**config.mk**
```make
export PLATFORM = sky130hd
export DESIGN_NAME = sorted_vector_serializer
export DESIGN_NICKNAME = d
export VERILOG_FILES = /design/src/rtl/sorted_vector_serializer_pkg.sv /design/src/rtl/sorted_vector_serializer_vector_buffer.sv /design/src/rtl/sorted_vector_serializer.sv
export SDC_FILE = /design/constraint.sdc
export NUM_CORES = 1
export LEC_CHECK = 0
export ABC_AREA = 0
export CORE_UTILIZATION = 50
export CTS_CLUSTER_DIAMETER = 60
export DETAILED_ROUTE_END_ITERATION = 10
export GPL_TIMING_DRIVEN = 0
export PLACE_DENSITY_LB_ADDON = 0.08
export REMOVE_ABC_BUFFERS = 1
export SETUP_SLACK_MARGIN = 0.02
export SYNTH_ARGS = -nofsm -noshare
export SYNTH_HDL_FRONTEND = slang
export SYNTH_SLANG_ARGS = --single-unit
```
**constraint.sdc**
```tcl
create_clock -name clk_i -period 7.4 [get_ports clk_i]
set_clock_uncertainty 0.1 [all_clocks]
set_input_delay 1.11 -clock clk_i [delete_from_list [all_inputs] [get_ports clk_i]]
set_output_delay 1.11 -clock clk_i [all_outputs]
set_load 0.03 [all_outputs]
```
**src/rtl/sorted_vector_serializer_pkg.sv**
```systemverilog
// -----------------------------------------------------------------------------
// sorting_network_pkg
// Shared definitions for the sorted vector serializer: the drop counter width
// and the serializer FSM state type.
// -----------------------------------------------------------------------------
package sorting_network_pkg;

    localparam int DROP_CNT_WIDTH = 16;

    typedef enum logic {
        IDLE   = 1'b0,
        STREAM = 1'b1
    } ser_state_t;

endpackage : sorting_network_pkg

```
**src/rtl/sorted_vector_serializer_vector_buffer.sv**
```systemverilog
// -----------------------------------------------------------------------------
// vector_buffer
// Circular buffer holding BUF_DEPTH whole vectors. It has one write port and one
// read port. The read port shows the vector at rd_ptr and also the vector in the
// slot after it, so the serializer can register the next element with no bubble
// when it moves on to the following vector.
//
// Ports
//   clk_i, rst_i     clock, asynchronous active-high reset (pointers/count only)
//   wr_en_i          write wr_data_i into slot wr_ptr and advance wr_ptr
//   wr_data_i        vector to store
//   rd_adv_i         release slot rd_ptr and advance rd_ptr
//   rd_data_o        vector at rd_ptr
//   rd_next_data_o   vector at rd_ptr+1 (wrapped)
//   count_o          number of occupied slots
//   full_o, empty_o  occupancy flags
// -----------------------------------------------------------------------------
module vector_buffer #(
    parameter int NUMBER_WIDTH   = 10,
    parameter int NUMBERS_AMOUNT = 10,
    parameter int BUF_DEPTH      = 2,
    localparam int PTR_W = (BUF_DEPTH > 1) ? $clog2(BUF_DEPTH) : 1,
    localparam int CNT_W = $clog2(BUF_DEPTH + 1)
) (
    input  logic                                         clk_i,
    input  logic                                         rst_i,
    input  logic                                         wr_en_i,
    input  logic [NUMBERS_AMOUNT-1:0][NUMBER_WIDTH-1:0]  wr_data_i,
    input  logic                                         rd_adv_i,
    output logic [NUMBERS_AMOUNT-1:0][NUMBER_WIDTH-1:0]  rd_data_o,
    output logic [NUMBERS_AMOUNT-1:0][NUMBER_WIDTH-1:0]  rd_next_data_o,
    output logic [CNT_W-1:0]                             count_o,
    output logic                                         full_o,
    output logic                                         empty_o
);

    localparam logic [PTR_W-1:0] PTR_LAST = PTR_W'(BUF_DEPTH - 1);
    localparam logic [CNT_W-1:0] CNT_FULL = CNT_W'(BUF_DEPTH);

    logic [NUMBERS_AMOUNT-1:0][NUMBER_WIDTH-1:0] mem_q [BUF_DEPTH];

    logic [PTR_W-1:0] wr_ptr_q, wr_ptr_d;
    logic [PTR_W-1:0] rd_ptr_q, rd_ptr_d;
    logic [PTR_W-1:0] rd_ptr_nxt;
    logic [CNT_W-1:0] count_q,  count_d;

    function automatic logic [PTR_W-1:0] ptr_inc(input logic [PTR_W-1:0] p);
        return (p == PTR_LAST) ? '0 : p + PTR_W'(1);
    endfunction

    always_comb begin
        rd_ptr_nxt = ptr_inc(rd_ptr_q);
        wr_ptr_d   = wr_en_i  ? ptr_inc(wr_ptr_q) : wr_ptr_q;
        rd_ptr_d   = rd_adv_i ? rd_ptr_nxt        : rd_ptr_q;
        count_d    = count_q;
        case ({wr_en_i, rd_adv_i})
            2'b10:   count_d = count_q + CNT_W'(1);
            2'b01:   count_d = count_q - CNT_W'(1);
            default: count_d = count_q;
        endcase
    end

    always_ff @(posedge clk_i or posedge rst_i) begin
        if (rst_i) begin
            wr_ptr_q <= '0;
            rd_ptr_q <= '0;
            count_q  <= '0;
        end else begin
            wr_ptr_q <= wr_ptr_d;
            rd_ptr_q <= rd_ptr_d;
            count_q  <= count_d;
        end
    end

    // Storage is deliberately not reset; occupancy alone decides what is valid.
    always_ff @(posedge clk_i) begin
        if (wr_en_i) begin
            mem_q[wr_ptr_q] <= wr_data_i;
        end
    end

    assign rd_data_o      = mem_q[rd_ptr_q];
    assign rd_next_data_o = mem_q[rd_ptr_nxt];
    assign count_o        = count_q;
    assign full_o         = (count_q == CNT_FULL);
    assign empty_o        = (count_q == '0);

endmodule : vector_buffer

```
**src/rtl/sorted_vector_serializer.sv**
```systemverilog
// -----------------------------------------------------------------------------
// sorted_vector_serializer
// Takes whole sorted vectors from the sorting network, one strobe per vector,
// buffers up to BUF_DEPTH of them, and sends the elements out one at a time in
// ascending index order with a valid/ready handshake. If a vector arrives while
// the buffer is full and no vector is finishing, that vector is dropped and
// overflow_o pulses for one cycle.
//
// Optional feature: define SORTED_SERIALIZER_DROP_CNT_EN to add drop_cnt_o, a
// saturating count of dropped vectors.
//
// Ports
//   clk_i, rst_i   clock, asynchronous active-high reset
//   data_i         sorted vector, element 0 smallest
//   data_valid_i   vector strobe (no backpressure upstream)
//   data_o         serial element (registered)
//   data_valid_o   data_o valid (registered, equals state==STREAM)
//   data_ready_i   downstream ready
//   data_last_o    data_o is element NUMBERS_AMOUNT-1
//   overflow_o     one-cycle pulse after a dropped vector
//   drop_cnt_o     saturating drop count (only with the macro)
// -----------------------------------------------------------------------------
module sorted_vector_serializer
    import sorting_network_pkg::*;
#(
    parameter int NUMBER_WIDTH   = 10,
    parameter int NUMBERS_AMOUNT = 10,
    parameter int BUF_DEPTH      = 2
) (
    input  logic                                         clk_i,
    input  logic                                         rst_i,
    input  logic [NUMBERS_AMOUNT-1:0][NUMBER_WIDTH-1:0]  data_i,
    input  logic                                         data_valid_i,
    output logic [NUMBER_WIDTH-1:0]                      data_o,
    output logic                                         data_valid_o,
    input  logic                                         data_ready_i,
    output logic                                         data_last_o,
    output logic                                         overflow_o
`ifdef SORTED_SERIALIZER_DROP_CNT_EN
   ,output logic [DROP_CNT_WIDTH-1:0]                    drop_cnt_o
`endif
);

    localparam int IDX_W = $clog2(NUMBERS_AMOUNT);
    localparam int CNT_W = $clog2(BUF_DEPTH + 1);
    localparam logic [IDX_W-1:0] IDX_LAST = IDX_W'(NUMBERS_AMOUNT - 1);
    localparam logic [CNT_W-1:0] CNT_ONE  = CNT_W'(1);

    logic [NUMBERS_AMOUNT-1:0][NUMBER_WIDTH-1:0] rd_cur;
    logic [NUMBERS_AMOUNT-1:0][NUMBER_WIDTH-1:0] rd_next;
    logic [CNT_W-1:0] buf_count;
    logic             buf_full;
    logic             buf_empty;

    ser_state_t        state_q, state_d;
    logic [IDX_W-1:0]  idx_q,   idx_d;
    logic [NUMBER_WIDTH-1:0] data_q, data_d;
    logic              valid_q, valid_d;
    logic              last_q,  last_d;
    logic              ovf_q,   ovf_d;

    logic hs;
    logic last_hs;
    logic accept;
    logic drop;
    logic fresh;

    vector_buffer #(
        .NUMBER_WIDTH   (NUMBER_WIDTH),
        .NUMBERS_AMOUNT (NUMBERS_AMOUNT),
        .BUF_DEPTH      (BUF_DEPTH)
    ) u_buf (
        .clk_i          (clk_i),
        .rst_i          (rst_i),
        .wr_en_i        (accept),
        .wr_data_i      (data_i),
        .rd_adv_i       (last_hs),
        .rd_data_o      (rd_cur),
        .rd_next_data_o (rd_next),
        .count_o        (buf_count),
        .full_o         (buf_full),
        .empty_o        (buf_empty)
    );

    always_comb begin
        hs      = valid_q & data_ready_i;
        last_hs = hs & (idx_q == IDX_LAST);
        // A full buffer still takes a vector if a slot frees up this same cycle.
        accept  = data_valid_i & (~buf_full | last_hs);
        drop    = data_valid_i & ~accept;

        idx_d = idx_q;
        if (hs) begin
            idx_d = last_hs ? '0 : idx_q + IDX_W'(1);
        end

        state_d = state_q;
        case (state_q)
            IDLE:    if (accept) state_d = STREAM;
            STREAM:  if (last_hs && (buf_count == CNT_ONE) && !accept) state_d = IDLE;
            default: state_d = IDLE;
        endcase

        // The element to register next comes from the incoming vector when the
        // buffer has nothing else left to show; otherwise from the current slot,
        // or from the next slot when the current vector is finishing.
        fresh  = buf_empty | (last_hs & (buf_count == CNT_ONE));
        data_d = '0;
        if (state_d == STREAM) begin
            if (fresh) begin
                data_d = data_i[idx_d];
            end else if (last_hs) begin
                data_d = rd_next[idx_d];
            end else begin
                data_d = rd_cur[idx_d];
            end
        end

        valid_d = (state_d == STREAM);
        last_d  = valid_d & (idx_d == IDX_LAST);
        ovf_d   = drop;
    end

    always_ff @(posedge clk_i or posedge rst_i) begin
        if (rst_i) begin
            state_q <= IDLE;
            idx_q   <= '0;
            data_q  <= '0;
            valid_q <= 1'b0;
            last_q  <= 1'b0;
            ovf_q   <= 1'b0;
        end else begin
            state_q <= state_d;
            idx_q   <= idx_d;
            data_q  <= data_d;
            valid_q <= valid_d;
            last_q  <= last_d;
            ovf_q   <= ovf_d;
        end
    end

    assign data_o       = data_q;
    assign data_valid_o = valid_q;
    assign data_last_o  = last_q;
    assign overflow_o   = ovf_q;

`ifdef SORTED_SERIALIZER_DROP_CNT_EN
    logic [DROP_CNT_WIDTH-1:0] drop_cnt_q, drop_cnt_d;

    always_comb begin
        drop_cnt_d = drop_cnt_q;
        if (drop && (drop_cnt_q != '1)) begin
            drop_cnt_d = drop_cnt_q + DROP_CNT_WIDTH'(1);
        end
    end

    always_ff @(posedge clk_i or posedge rst_i) begin
        if (rst_i) begin
            drop_cnt_q <= '0;
        end else begin
            drop_cnt_q <= drop_cnt_d;
        end
    end

    assign drop_cnt_o = drop_cnt_q;
`else
    // Drop counting is compiled out; overflow_o still reports each drop.
`endif

endmodule : sorted_vector_serializer
```
# [After elaboration in Yosys (flattened, before gate mapping)]
# Memory sizes are Yosys's and may differ from the RTL's.
# Cells that the tools add are included.
[word_totals] ff_bits=21 ramBits=200 in_bits=104 word_cells=55 n_memories=1
[memory_table] memory="u_buf.mem_q" words=2 width=100 rd=2 rd_ports_with_merged_regs=0 write_ports=1 line_no="sorted_vector_serializer_vector_buffer.sv:40" rtl="logic [NUMBERS_AMOUNT-1:0][NUMBER_WIDTH-1:0] mem_q [BUF_DEPTH];"
[op_classes] addsub=5 order_cmp=1 eq_ne=6 mux=18 bitwise_logic=11 n_reduce_logical=5
[op_table] op="$bmux W10 S4" count=3
[op_table] op="$mux W10" count=6
[op_table] op="$eq A4 B4 Y1 const B" count=2
[op_table] op="$mux W4" count=2
[op_table] op="$and A1 B1 Y1" count=6
[op_table] op="$lt A4 B5 Y1 const B" count=1
[op_table] op="$mux W1" count=5
[op_table] op="$add A4 B1 Y4 const B" count=1
[op_table] op="$eq A2 B1 Y1 const B" count=2
[op_table] op="$eq A2 B2 Y1 const B" count=2
[op_table] op="$pmux W2 S2" count=1
[op_table] op="$not A1 Y1" count=3
[op_table] op="$add A1 B1 Y1 const B" count=2
[op_table] op="$add A2 B1 Y2 const B" count=1
[op_table] op="$logic_and A1 B1 Y1" count=2
[op_table] op="$logic_not A2 Y1" count=1
[op_table] op="$or A1 B1 Y1" count=2
[op_table] op="$pmux W1 S2" count=1
[op_table] op="$reduce_bool A2 Y1" count=1
[op_table] op="$sub A2 B1 Y2 const B" count=1
[op_table] op="$logic_not A1 Y1" count=1

# [Depth between registers and ports, before layout]
[logic_depth] ltp_word=9 depth_mapped=12 mapped_depth_nobuf=10

# [Hierarchy]
# Synthesis repeated with hierarchy kept, for this count alone.
[hier_totals] hier_cells=822 hier_area_um2=11392.2
[modules_own_cells] module="vector_buffer" n_inst=1 cells_each=439 area_each_um2=8687.1 seq_area_each_um2=6105.9
[modules_own_cells] module="sorted_vector_serializer" n_inst=1 cells_each=383 area_each_um2=2705.1 seq_area_each_um2=425.4

# [Worst setup path before layout]
# OpenSTA, ideal clock, no wires.
[synth_timing] path_kind="input to register" start="input port data_ready_i" end="memory u_buf.mem_q[0][0] (netlist name), enable pin" setup_ns=0.560 arrival_time_ns=5.797 path_slack_ns=0.944 cell_stages=5 cell_sequence="and2_1 > nand2_1 > nand2_1 > nand2_1 > nor2_1"
[synth_between] elab_chain_cells=6
[synth_rtl] item="start: declaration" line_no="sorted_vector_serializer.sv:36" rtl="input logic data_ready_i,"
[synth_rtl] item="$and A1 B1 Y1" line_no="sorted_vector_serializer.sv:86" rtl="hs = valid_q & data_ready_i;"
[synth_rtl] item="$and A1 B1 Y1" line_no="sorted_vector_serializer.sv:87" rtl="last_hs = hs & (idx_q == IDX_LAST);"
[synth_rtl] item="$or A1 B1 Y1" line_no="sorted_vector_serializer.sv:89" rtl="accept = data_valid_i & (~buf_full | last_hs);"
[synth_rtl] item="$and A1 B1 Y1" line_no="sorted_vector_serializer.sv:89"
[synth_rtl] item="$mux W1" line_no="sorted_vector_serializer_vector_buffer.sv:77" rtl="if (wr_en_i) begin"
[synth_rtl] item="$mux W1 (not written as such)" line_no="sorted_vector_serializer_vector_buffer.sv:78" rtl="mem_q[wr_ptr_q] <= wr_data_i;"
[synth_rtl] item="end: declaration" line_no="sorted_vector_serializer_vector_buffer.sv:40"
# No other way between the ends.

# [Final worst setup path]
[layout_timing] start="input port data_ready_i" end="register data_q[7] (netlist: data_o[7])"
[layout_between] elab_chain_cells=9
[layout_rtl] item="$and A1 B1 Y1 (*)" line_no="sorted_vector_serializer.sv:86"
[layout_rtl] item="$and A1 B1 Y1" line_no="sorted_vector_serializer.sv:87"
[layout_rtl] item="$mux W4 or $or A1 B1 Y1 (tied branches)" line_no="sorted_vector_serializer.sv:94, sorted_vector_serializer.sv:89"
[layout_rtl] item="$mux W4 or $and A1 B1 Y1 (tied branches)" line_no="sorted_vector_serializer.sv:93, sorted_vector_serializer.sv:89"
[layout_rtl] item="$bmux W10 S4, or another cell as far along" line_no="sorted_vector_serializer.sv:115" rtl="data_d = rd_cur[idx_d];"
[layout_rtl] item="$mux W10 (not written as such), or another cell as far along" line_no="sorted_vector_serializer.sv:115"
[layout_rtl] item="$mux W10 or $mux W1 (tied branches)" line_no="sorted_vector_serializer.sv:112, sorted_vector_serializer.sv:100"
[layout_rtl] item="$mux W10 or $pmux W1 S2 (tied branches)" line_no="sorted_vector_serializer.sv:110, sorted_vector_serializer.sv:98"
[layout_rtl] item="$mux W10 (*)" line_no="sorted_vector_serializer.sv:109" rtl="if (state_d == STREAM) begin"
[layout_rtl] item="net data_d[7]" line_no="sorted_vector_serializer.sv:57" rtl="logic [NUMBER_WIDTH-1:0] data_q, data_d;"
[layout_rtl] item="end signal: assignment" line_no="sorted_vector_serializer.sv:135" rtl="data_q <= data_d;"
[layout_rtl] item="end: declaration" line_no="sorted_vector_serializer.sv:57"
# The timed path passes the listed nets; every way through them passes the cells marked *. The select of a mux whose other input is x is not followed.
# A chain may end at the register's enable or synchronous reset.

==> reports/qor.yml <==
clock_network:
  root_buffer: "clkbuf_16"
  tritoncts: "yes"
  path_clk_slew_ns: 0.06
  clk_latency_ns: 0.51
  cts_resized: 0
  post_cts.repair.setup_buffers: 0
  cts-buffers-inserted: 25
  cts_num_sinks: 221
  htreeDepth: 1
  cts_hold_buf: 0
  clk_path_buf_depth: 3
drt:
  drt_iter0_markers: 362
  detail-route-antenna-nets: 0
  route.vias.total: 5995
  wl_per_cell_um: 24.15
  avgViaCountPerCell: 6.142
  route.detailed.drc: 0
  first_pass_iters: 5
  wl_mm: 23.57
cells_and_area:
  fin_cells: 976
  final_common_cell: "edfxtp_1"
  seq_area_sq_um: 6535
  finalCoreUtilization_pct: 62.31
  n_fill_cell: 1450
  antenna_cells: 0
  drive_gt1_share_pct: 17.58
  num-nets-final: 802
  area_growth_pct: 22.12
  most-common-layout-cells: "edfxtp_1, clkdlybuf4s50_1, mux4_2"
  multiInputGateArea_sq_um: 3147
global_routing:
  grt_pass1_vias: 6343
  grt_pass1_wl_mm: 35.92
  antenna_found_initial: 1
  grt_remaining_overflow: 0
  grt_usage_pct: 23.96
  grt_start_max_net_pins: 67
synth:
  ys_types: 69
  synthArstFlopShare_pct: 9.502
  synth-edff-count: 200
  syn_inst: 581
  syn_area_sq_um: 9931
  seq_area_frac_synth_pct: 65.77
  synth-seq-cells: 221
  yosys_warnings: 0
  syn_area_per_cell_sq_um: 17.09
  synthFlopType: "edfxtp_1"
die:
  start_util_pct: 51.03
  die_x_um: 142.9
  rows: 51
  ios: 117
  core_area_sq_um: 19460
  die_y_um: 142.9
  dieArea_sq_um: 20430
setup_path:
  crit_required_ns: 7.69
  critPathArrivalTime_ns: 5.04
  crit_buf_inv: 2
  cp_max_fo: 66
  cpPeakStageDelay_ns: 1.02
  path_delay_family: "compound AO/OA/AOI/OAI gates"
  cp_slowest_cell: "a21oi_2"
  crit_type: "input port to flop"
  crit_chain: "clkdlybuf4s50_1 -> and3b_1 -> a21oi_2 -> inv_4 -> mux4_2 -> a22oi_1 -> and4_1 -> a211oi_2"
  startpoint_type: "input port"
  cp-end-kind: "flop"
outcome:
  status: "finished, final reports clean"
power:
  p_sw_share_pct: 35.11
  peakVddDrop_mv: 0.2100
  p_switching_mw: 1.762
  seq_power_share_pct: 37.2
  p_int_mw: 3.256
  p_leak_nw: 4.109
  p_comb_share_pct: 40.1
  p_total_mw: 5.017
  p_clk_share_pct: 22.6
  cellPowerDensity_nw_per_um2: 413.7
placement:
  port_buffers: 116
  gp_congestion: 0.8055
  place_inst: 930
  dp.final_hpwl_mm: 14.80
timing:
  slew-limit-headroom_pct: 8.193
  min_period_ns: 4.748
  final_max_slew_viol_count: 0
  timing.fmax_ghz: 0.2106
  tightest_slew_ns: 1.377
  hold_viol_final: 0
  fin_setup_tns_ns: 0
  finalSetupViolations: 0
  rsz0062_at_grt: "no"
  min_period_over_period_pct: 64.16
flow_run:
  drv_cap: 0
worst_hold_path:
  min_path_type: "flop to flop"
-- layout make-up --
class | instances | share of cell area, %
Clock buffer | 38 | 5.808
Clock inverter | 8 | 0.4436
Inverter | 14 | 0.4746
Multi-Input combinational cell | 308 | 25.95
Sequential cell | 221 | 53.88
Tap cell | 265 | 2.734
Timing Repair Buffer | 122 | 10.71
-- power groups by stage --
stage / Clock (mW) / Combinational (mW) / Sequential, mW
finish: 1.13 / 2.01 / 1.87
global route: 1.20 / 2.16 / 1.90
CTS: 1.15 / 2.03 / 1.87
detailed placement: 0 / 2.02 / 1.90
global placement: 0 / 1.90 / 1.99
floorplan: 0 / 1.26 / 1.97
-- cells by family after synthesis --
| logic type | after synthesis | synth area share, % |
|---|---|---|
| multiplexers | 86 | 15.48 |
| adder cells (fa/ha/maj) | 6 | 0.7559 |
| AND/OR/NAND/NOR | 78 | 4.687 |
| XOR/XNOR | 4 | 0.3527 |
| flip-flops | 221 | 65.77 |
| buffers and inverters | 52 | 2.696 |
| AO/OA/AOI/OAI | 134 | 10.26 |
-- through the flow --
stage,worst slack [ns],cell area (sq um),hold slack (ns)
floorplan,0.9389,9718,0.3608
global placement,-2.468,11210,0.3773
detailed placement,2.157,11370,0.3988
CTS,2.672,12130,0.4118
global route,2.442,12130,0.4459
finish,2.652,12130,0.4094
-- Yosys cell counts, types with 6 or more instances --
library cell | n | share of area (%)
a211oi_1 | 15 | 1.1
nand3_1 | 8 | 0.40
buf_4 | 9 | 0.68
mux2_2 | 7 | 0.79
o22ai_1 | 11 | 0.69
a22oi_1 | 16 | 1.2
inv_1 | 11 | 0.42
nand2_1 | 29 | 1.1
a221oi_1 | 16 | 1.4
o211ai_1 | 7 | 0.53
ha_1 | 6 | 0.76
o21ai_0 | 18 | 0.91
mux2i_1 | 25 | 2.5
edfxtp_1 | 200 | 60
mux4_2 | 51 | 12
a21oi_1 | 9 | 0.45
dfrtp_1 | 21 | 5.3
clkbuf_1 | 8 | 0.30
buf_2 | 17 | 0.86
-- registers in the layout (all words and copies together) (netlist names) --
name	count
u_buf.rd_ptr_q	1
data_o	10
u_buf.mem_q	200
overflow_o	1
u_buf.count_o	2
u_buf.wr_ptr_q	1
data_valid_o	1
idx_q	4
data_last_o	1
-- layer usage --
| layer | wire [um] | GRT usage (%) | vias to the layer above |
|---|---|---|---|
| met5 | 0 | 0 | - |
| met2 | 11970 | 40.49 | 229 |
| met4 | 488 | 7.583 | 0 |
| met1 | 9823 | 32.01 | 3067 |
| met3 | 1282 | 3.588 | 34 |
| li1 | - | - | 2665 |
-- final timing paths --
check,start,endpoint,slack (ns),depth (start not counted)
hold / removal,u_buf.count_o[0]$_DFFE_PP0P_,u_buf.count_o[0]$_DFFE_PP0P_,0.41,1
max in group asynchronous,rst_i,u_buf.rd_ptr_q$_DFFE_PP0N_,5.40,2
hold reg to reg,u_buf.count_o[0]$_DFFE_PP0P_,u_buf.count_o[0]$_DFFE_PP0P_,0.41,1
setup / recovery,data_ready_i,data_o[7]$_DFF_PP0_,2.65,8
min in group asynchronous,rst_i,data_o[4]$_DFF_PP0_,1.05,2
setup reg to reg,idx_q[1]$_DFF_PP0_,data_o[7]$_DFF_PP0_,3.00,9
(Power assumes the default switching activity.)
